===== config.mk =====
export PLATFORM = sky130hd
export DESIGN_NAME = multi_alarm_controller
export DESIGN_NICKNAME = d
export VERILOG_FILES = /design/src/rtl/multi_alarm_controller.sv
export SDC_FILE = /design/constraint.sdc
export NUM_CORES = 1
export LEC_CHECK = 0
export CORE_UTILIZATION = 40
export DETAILED_ROUTE_END_ITERATION = 12
export HOLD_SLACK_MARGIN = 0.08
export PLACE_DENSITY_LB_ADDON = 0.05
export SYNTH_ARGS = -nofsm -noshare
export SYNTH_HDL_FRONTEND = slang
export SYNTH_SLANG_ARGS = --single-unit
export TNS_END_PERCENT = 30

===== constraint.sdc =====
create_clock -name clk -period 4 [get_ports clk]
set_input_delay 0.8 -clock clk [delete_from_list [all_inputs] [get_ports clk]]
set_output_delay 0.8 -clock clk [all_outputs]
set_load 0.005 [all_outputs]

===== src/rtl/multi_alarm_controller.sv =====
// Multi-slot alarm engine: queues fired alarms, rings until the switch game is
// solved, and falls back to a bounded number of snoozes when nobody responds.
module multi_alarm_controller #(
    parameter int NUM_ALARMS       = 4,
    parameter int GAME_WIDTH       = 10,
    parameter int SNOOZE_MIN       = 5,
    parameter int RING_TIMEOUT_MIN = 10,
    parameter int MAX_SNOOZE       = 3,
    parameter int ID_W             = 3
) (
    input  logic                     clk,
    input  logic                     resetn,
    input  logic                     minute_tick,
    input  logic [15:0]              current,
    input  logic [16*NUM_ALARMS-1:0] alarm_time,
    input  logic [NUM_ALARMS-1:0]    alarm_en,
    input  logic                     push_m,
    input  logic [GAME_WIDTH-1:0]    game_sw,
    output logic                     ring,
    output logic [1:0]               alarm_state,
    output logic [ID_W-1:0]          active_id,
    output logic [GAME_WIDTH-1:0]    game_target,
    output logic [NUM_ALARMS-1:0]    pending,
    output logic                     dismissed
);
    localparam int CNT_MAX = (SNOOZE_MIN > RING_TIMEOUT_MIN) ? SNOOZE_MIN : RING_TIMEOUT_MIN;
    localparam int CNT_W   = $clog2(CNT_MAX + 1);
    localparam int SC_W    = (MAX_SNOOZE < 1) ? 1 : $clog2(MAX_SNOOZE + 1);

    typedef enum logic [1:0] {
        S_IDLE    = 2'd0,
        S_RINGING = 2'd1,
        S_GAME    = 2'd2,
        S_SNOOZE  = 2'd3
    } state_t;

    state_t                state;
    logic [NUM_ALARMS-1:0] match;
    logic [NUM_ALARMS-1:0] match_q;
    logic [NUM_ALARMS-1:0] rise;
    logic [NUM_ALARMS-1:0] sel_onehot;
    logic [NUM_ALARMS-1:0] pend_clr;
    logic [ID_W-1:0]       sel_id;
    logic                  push_q;
    logic                  pe;
    logic [15:0]           lfsr;
    logic [GAME_WIDTH-1:0] new_target;
    logic [CNT_W-1:0]      min_cnt;
    logic [SC_W-1:0]       snooze_cnt;
    logic                  ring_expire;
    logic                  snooze_expire;

    always_comb begin
        match = '0;
        for (int i = 0; i < NUM_ALARMS; i++)
            match[i] = alarm_en[i] && (current == alarm_time[16*i +: 16]);
    end

    // Lowest pending slot wins when leaving IDLE.
    always_comb begin
        sel_id     = '0;
        sel_onehot = '0;
        for (int i = NUM_ALARMS - 1; i >= 0; i--) begin
            if (pending[i]) begin
                sel_id        = ID_W'(i);
                sel_onehot    = '0;
                sel_onehot[i] = 1'b1;
            end
        end
    end

    assign rise          = match & ~match_q;
    assign pe            = push_m & ~push_q;
    assign pend_clr      = (state == S_IDLE) ? sel_onehot : '0;
    assign new_target    = (lfsr[GAME_WIDTH-1:0] == '0) ? GAME_WIDTH'(1) : lfsr[GAME_WIDTH-1:0];
    assign ring_expire   = (min_cnt == CNT_W'(RING_TIMEOUT_MIN - 1));
    assign snooze_expire = (min_cnt == CNT_W'(SNOOZE_MIN - 1));
    assign alarm_state   = state;

    always_ff @(posedge clk) begin
        if (resetn) begin
            state       <= S_IDLE;
            ring        <= 1'b0;
            dismissed   <= 1'b0;
            active_id   <= '0;
            game_target <= '0;
            pending     <= '0;
            match_q     <= '0;
            push_q      <= 1'b0;
            min_cnt     <= '0;
            snooze_cnt  <= '0;
            lfsr        <= 16'hACE1;
        end else begin
            match_q   <= match;
            push_q    <= push_m;
            lfsr      <= {lfsr[14:0], lfsr[15] ^ lfsr[13] ^ lfsr[12] ^ lfsr[10]};
            dismissed <= 1'b0;
            // A new fire wins over the clear of the same slot.
            pending   <= (pending & ~pend_clr) | rise;

            case (state)
                S_IDLE: begin
                    if (|pending) begin
                        active_id  <= sel_id;
                        snooze_cnt <= '0;
                        min_cnt    <= '0;
                        state      <= S_RINGING;
                        ring       <= 1'b1;
                    end
                end
                S_RINGING, S_GAME: begin
                    if (pe) begin
                        if (state == S_RINGING) begin
                            game_target <= new_target;
                            min_cnt     <= '0;
                            state       <= S_GAME;
                        end else if (game_sw == game_target) begin
                            dismissed   <= 1'b1;
                            game_target <= '0;
                            state       <= S_IDLE;
                            ring        <= 1'b0;
                        end else begin
                            game_target <= new_target;
                        end
                    end else if (minute_tick) begin
                        if (ring_expire) begin
                            min_cnt <= '0;
                            ring    <= 1'b0;
                            if (snooze_cnt < SC_W'(MAX_SNOOZE)) begin
                                snooze_cnt <= snooze_cnt + SC_W'(1);
                                state      <= S_SNOOZE;
                            end else begin
                                state <= S_IDLE;
                            end
                        end else begin
                            min_cnt <= min_cnt + CNT_W'(1);
                        end
                    end
                end
                S_SNOOZE: begin
                    if (minute_tick) begin
                        if (snooze_expire) begin
                            min_cnt <= '0;
                            state   <= S_RINGING;
                            ring    <= 1'b1;
                        end else begin
                            min_cnt <= min_cnt + CNT_W'(1);
                        end
                    end
                end
            endcase
        end
    end
endmodule


Yosys cells after proc, flatten, opt, wreduce, memory -nomap -nowiden
Index checks and enable logic that the tools add are counted.
{"block": "word_totals", "input_bits": 98, "reg_bits": 48, "word_cells": 111, "out_inout_bits": 21}
{"block": "op_classes", "magnitude_cmp": 1, "addsub": 2, "muxes": 46, "n_bitwise": 12, "eq_ne": 23, "n_reduce_logical": 16}
{"cell": "$eq 16x16->1", "n": 4}
{"cell": "$mux 4", "n": 12}
{"cell": "$mux 10", "n": 3}
{"cell": "$mux 2", "n": 15}
{"cell": "$ne 3x3->1 const B", "n": 5}
{"cell": "$ne 2x2->1 const B", "n": 6}
{"cell": "$pmux 4 s3", "n": 1}
{"cell": "$reduce_and 6->1", "n": 2}
{"cell": "$eq 10x10->1", "n": 1}
{"cell": "$logic_not 10->1", "n": 1}
{"cell": "$mux 1", "n": 9}
{"cell": "$mux 3", "n": 3}
{"cell": "$and 4x4->4", "n": 2}
{"cell": "$not 4->4", "n": 2}
{"cell": "$reduce_or 4->1", "n": 2}
{"cell": "$reduce_and 7->1", "n": 1}
{"cell": "$pmux 2 s3", "n": 1}
{"cell": "$add 4x1->4 const B", "n": 1}
{"cell": "$eq 2x2->1 const B", "n": 2}
{"cell": "$eq 4x3->1 const B", "n": 1}
{"cell": "$eq 4x4->1 const B", "n": 1}
{"cell": "$logic_and 1x1->1", "n": 4}
{"cell": "$ne 4x4->1 const B", "n": 1}
{"cell": "$or 4x4->4", "n": 1}
{"cell": "other kinds (14)", "n": 19}

Depth between registers and ports, before layout
{"block": "logic_depth", "ltp_word": 8, "mapped_depth": 8, "ltp_nobuf": 7}

Worst setup path before layout
OpenSTA, ideal clock, no wires.
{"block": "synth_path", "kind": "input-to-reg", "from": "input port game_sw[7]", "to": "register game_target[0]", "t_arrival_ns": 1.902, "stages": 5, "slack_ns": 1.968, "path_buffers": 0, "required_time_ns": 3.869, "setup_time_ns": 0.131, "path_cell_list": "xor2_1 nor4_1 nand4b_2 o211ai_1 a21oi_2"}
{"block": "synth_via", "elab_chain_len": 3}
{"element": "from (decl)", "line_no": "18", "text": "input logic [GAME_WIDTH-1:0] game_sw,"}
{"element": "$eq 10x10->1", "line_no": "117", "text": "end else if (game_sw == game_target) begin"}
{"element": "$mux 10", "line_no": "117"}
{"element": "$mux 10", "line_no": "113", "text": "if (state == S_RINGING) begin"}
{"element": "to (signal assigned)", "line_no": "114", "text": "game_target <= new_target;"}
{"element": "to (signal assigned)", "line_no": "123", "text": "game_target <= new_target;"}
{"element": "to (decl)", "line_no": "22", "text": "output logic [GAME_WIDTH-1:0] game_target,"}
Every way passes these cells.
A chain may end at the register's enable or synchronous reset.

Worst setup path in the final report
{"block": "layout_path", "from": "input port current[11]", "to": "register pending[1]"}
{"block": "layout_via", "elab_chain_len": 4}
{"element": "from (decl)", "line_no": "14", "text": "input logic [15:0] current,"}
{"element": "$eq 16x16->1", "line_no": "56", "text": "match[i] = alarm_en[i] && (current == alarm_time[16*i +: 16]);"}
{"element": "$logic_and 1x1->1", "line_no": "56"}
{"element": "$and 4x4->4", "line_no": "72", "text": "assign rise = match & ~match_q;"}
{"element": "$or 4x4->4", "line_no": "99", "text": "pending <= (pending & ~pend_clr) | rise;"}
{"element": "to (signal assigned)", "line_no": "99"}
{"element": "to (decl)", "line_no": "23", "text": "output logic [NUM_ALARMS-1:0] pending,"}
Every way passes these cells.

==> metrics.md <==
| Metric | Value |
|---|---|
| Status | finished clean |
| H-tree levels | 2 |
| Crit. End Element | register |
| Vias per inst | 5.008 |
| Sequential element share of the synthesized area | 0.3406 |
| Layout cells sized above 1 | 0.05607 |
| Clk pwr share | 0.257 |
| Logic gate share of total power | 0.286 |
| Final nets | 532 |
| Final hold violation count | 0 |
| CP max stage cell | clkdlybuf4s50_1 |
| Initial Util | 0.4254 |
| Buffer depth of the longest clock path | 2 |
| Switching power | 0.3097 mW |
| Final slew viol count | 0 |
| Syn Inst Count | 312 |
| Ys flop type | dfxtp_1 |
| Net Count, Synth | 417 |
| Post-CTS Hold Fix Bufs | 0 |
| Root Buffer | clkbuf_8 |
| Relative slew slack | 0.6151 |
| R2R setup slack | 1.87 ns |
| Setup crit start kind | primary input |
| Total CTS buffers | 5 |
| Int Pwr | 0.7924 mW |
| Max Freq | 406.3 MHz |
| Critical Path AT | 2.71 ns |
| Yosys warnings | 0 |
| EDFF count, synth | 0 |
| Port-buffer cells | 117 |
| Die area | 0.007243 mm2 |
| Core area | 0.006495 mm2 |
| Fillers | 577 |
| Latest clock arrival within the worst-skew pair | 0.30 ns |
| Num rows | 29 |
| Fin crit period | 2.461 ns |
| DRC Markers | 0 |
| Crit Path Category | in2reg |
| Clk_skew | 0.006309 ns |
| Placed Cells incl. Taps | 497 |
| First-pass GRT wire length | 12,120 um |
| Clock Pin Slew Worst Setup and Hold Paths | 0.09 ns |
| CP cell instances | clkdlybuf4s50_1 -> xor2_1 -> nor4_1 -> nand4_1 -> nor4_1 -> a32o_1 |
| Pin count of the biggest net entering global routing | 38 |
| Final Instance Count excl. Fillers | 505 |
| First-pass iteration count of the detailed router | 4 |
| Clock sink count | 47 |
| Worst slew pin tran | 0.5720 ns |
| Min setup slack post-route | 1.539 ns |
| Ys async rst share | 0 |
| Unrepaired setup endpoints after global routing | false |
| Avg Cell Area, Syn | 8.855 um2 |
| Sw Ratio | 0.2810 |
| Initial antenna violation count | 0 |
| Post-synthesis register bit count | 47 |
| Max_cap viols | 0 |
| CP max FO | 4 |
| Final period util | 0.6153 |
| GRT overflow | 0 |
| Sequential share of power | 0.457 |
| Setup violators final | 0 |
| CTS tree | built |
| Layout area overhead | 47.55% |
| Vias in the first global route | 2,482 |
| Register Area | 940.9 um2 |
| Initial detailed-routing violation count | 64 |
| Multi-input gate area | 0.001738 mm2 |
| # IOs | 119 |
| Postcts setup bufs | 0 |
| Syn Std Cell Area | 0.002763 mm2 |
| Place WS | 1.164 ns |
| DR WL/cell | 14.29 um |
| Hold WC Path Type | reg2reg |
| GP Congestion | 0.8774 |
| Antenna Cells | 0 |
| Antenna Violating Nets Remaining | 0 |
| Most common cell on crit path | nor4_1 |
| Setup TNS | 0 ns |
| Synth cell types | 47 |
| Post-cts repair resize count | 0 |
| Static leakage | 1.522 nW |
| Die width | 85.11 um |
| Power density cells | 270.4 mW/mm2 |
| Gr usage total | 0.2152 |
| Hold Slack | 0.4157 ns |
| Dpl hpwl | 5985 um |
| Vias | 2,529 |
| Die Y | 85.11 um |
| Worst Path Required | 4.25 ns |
| DRT Wirelength | 7215 um |
| CP max stage delay | 0.56 ns |
| Peak VDD IR | 0.1829 mV |
[synthesized netlist by cell type (2+ instances only)]
library cell  number  area (um2)
dfxtp_1           47       940.9
nor2b_1           11       68.82
a31oi_1            2       12.51
or4_1              3       22.52
nor3_2             2       20.02
inv_1             10       37.54
o211ai_1           2       15.01
and4_1             3       26.28
xnor2_1           22       192.7
xor2_1            55       481.7
nand2_1           21       78.83
nand3_1           19       95.09
buf_4              2       15.01
or2_2              8       50.05
o31ai_1            2       15.01
clkbuf_1           7       26.28
nor2_1             9       33.78
nor4_1            14       87.58
nor3b_1            3       22.52
nor3_1             3       15.01
a21o_1             2       15.01
nand4_1            4       25.02
o21ai_0            7       35.03
nand3b_1           4       30.03
a21oi_1           16       80.08
ha_1               7       87.58
mux2i_1            2       20.02
nand2b_1           6       37.54
[cell families (layout without fill, tap and decap cells)]
| family | Yosys count | in the layout | synth area share |
|---|---|---|---|
| compound gates | 43 | 43 | 0.1064 |
| xor+xnor | 77 | 77 | 0.2441 |
| fa+ha+maj | 7 | 7 | 0.03170 |
| buf+inv | 20 | 136 | 0.03034 |
| flops | 47 | 47 | 0.3406 |
| mux | 2 | 2 | 0.007247 |
| other cells | 1 | 1 | 0.001357 |
| simple gates | 115 | 115 | 0.2382 |
[worst max-delay path, delay by kind of cell]
kind / cells / cell delay (ns)
xor+xnor: 1 / 0.23
buf+inv: 1 / 0.56
compound gates: 1 / 0.19
simple gates: 3 / 0.93
[through the flow]
step | utilization | power, mW | cell area [um2]
6_report | 0.6276 | 1.102 | 4076
5_1_grt | 0.6276 | 1.165 | 4076
4_1_cts | 0.6276 | 1.112 | 4076
3_5_place_dp | 0.6145 | 0.8314 | 3991
3_3_place_gp | 0.6145 | 0.8292 | 3991
2_1_floorplan | - | 0.6721 | 2763
[path summary, 6_finish.rpt]
| kind | start | end | cells past startpoint |
|---|---|---|---|
| min | match_q[0] | pending[0] | 1 |
| min reg2reg | match_q[0] | pending[0] | 1 |
| max reg2reg | alarm_state[0] | min_cnt[3] | 6 |
| max | current[11] | pending[1] | 6 |
[power by group through the flow]
stage,Sequential [mW],Combinational (mW),Clock (mW)
floorplan,0.512,0.160,0
global placement,0.515,0.314,0
detailed placement,0.515,0.316,0
CTS,0.504,0.318,0.290
global route,0.507,0.347,0.311
finish,0.504,0.315,0.283
[layer usage]
layer | routed length [um] | GRT usage | vias to the layer above
met5 | 0 | 0 | -
li1 | - | - | 1305
met4 | 97 | 0.06163 | 0
met1 | 3083 | 0.2652 | 1138
met3 | 459 | 0.05837 | 10
met2 | 3574 | 0.3680 | 76
[area by class of cell]
type	count	area share
tap	77	0.02363
multi-input combinational	245	0.4263
clock buffer	6	0.01780
sequential	47	0.2308
timing repair buffer	118	0.2891
inverter	10	0.009208
clock inverter	2	0.003069
[layout by cell type, fill, tap and decap left out, types with 2 or more instances in the layout]
| master | n |
|---|---|
| a21o_1 | 2 |
| nor4_1 | 14 |
| inv_1 | 10 |
| a21oi_1 | 16 |
| or4_1 | 3 |
| nor3_2 | 2 |
| a31oi_1 | 2 |
| nor2_1 | 9 |
| mux2i_1 | 2 |
| clkdlybuf4s50_1 | 117 |
| xor2_1 | 55 |
| ha_1 | 7 |
| nor2b_1 | 11 |
| xnor2_1 | 22 |
| and4_1 | 3 |
| or2_2 | 8 |
| nand3b_1 | 4 |
| o31ai_1 | 2 |
| nand4_1 | 4 |
| nor3b_1 | 3 |
| nor3_1 | 3 |
| nand2_1 | 21 |
| dfxtp_1 | 47 |
| o211ai_1 | 2 |
| clkbuf_8 | 5 |
| nand2b_1 | 6 |
| o21ai_0 | 7 |
| nand3_1 | 19 |
[state kept, by name, indices dropped and copies added, names as in the netlist]
| register | count |
|---|---|
| lfsr | 16 |
| game_target | 10 |
| match_q | 4 |
| min_cnt | 4 |
| pending | 4 |
| active_id | 2 |
| alarm_state | 2 |
| snooze_cnt | 2 |
| dismissed | 1 |
| push_q | 1 |
| ring | 1 |
No activity file was read; power rests on OpenSTA's default activity.
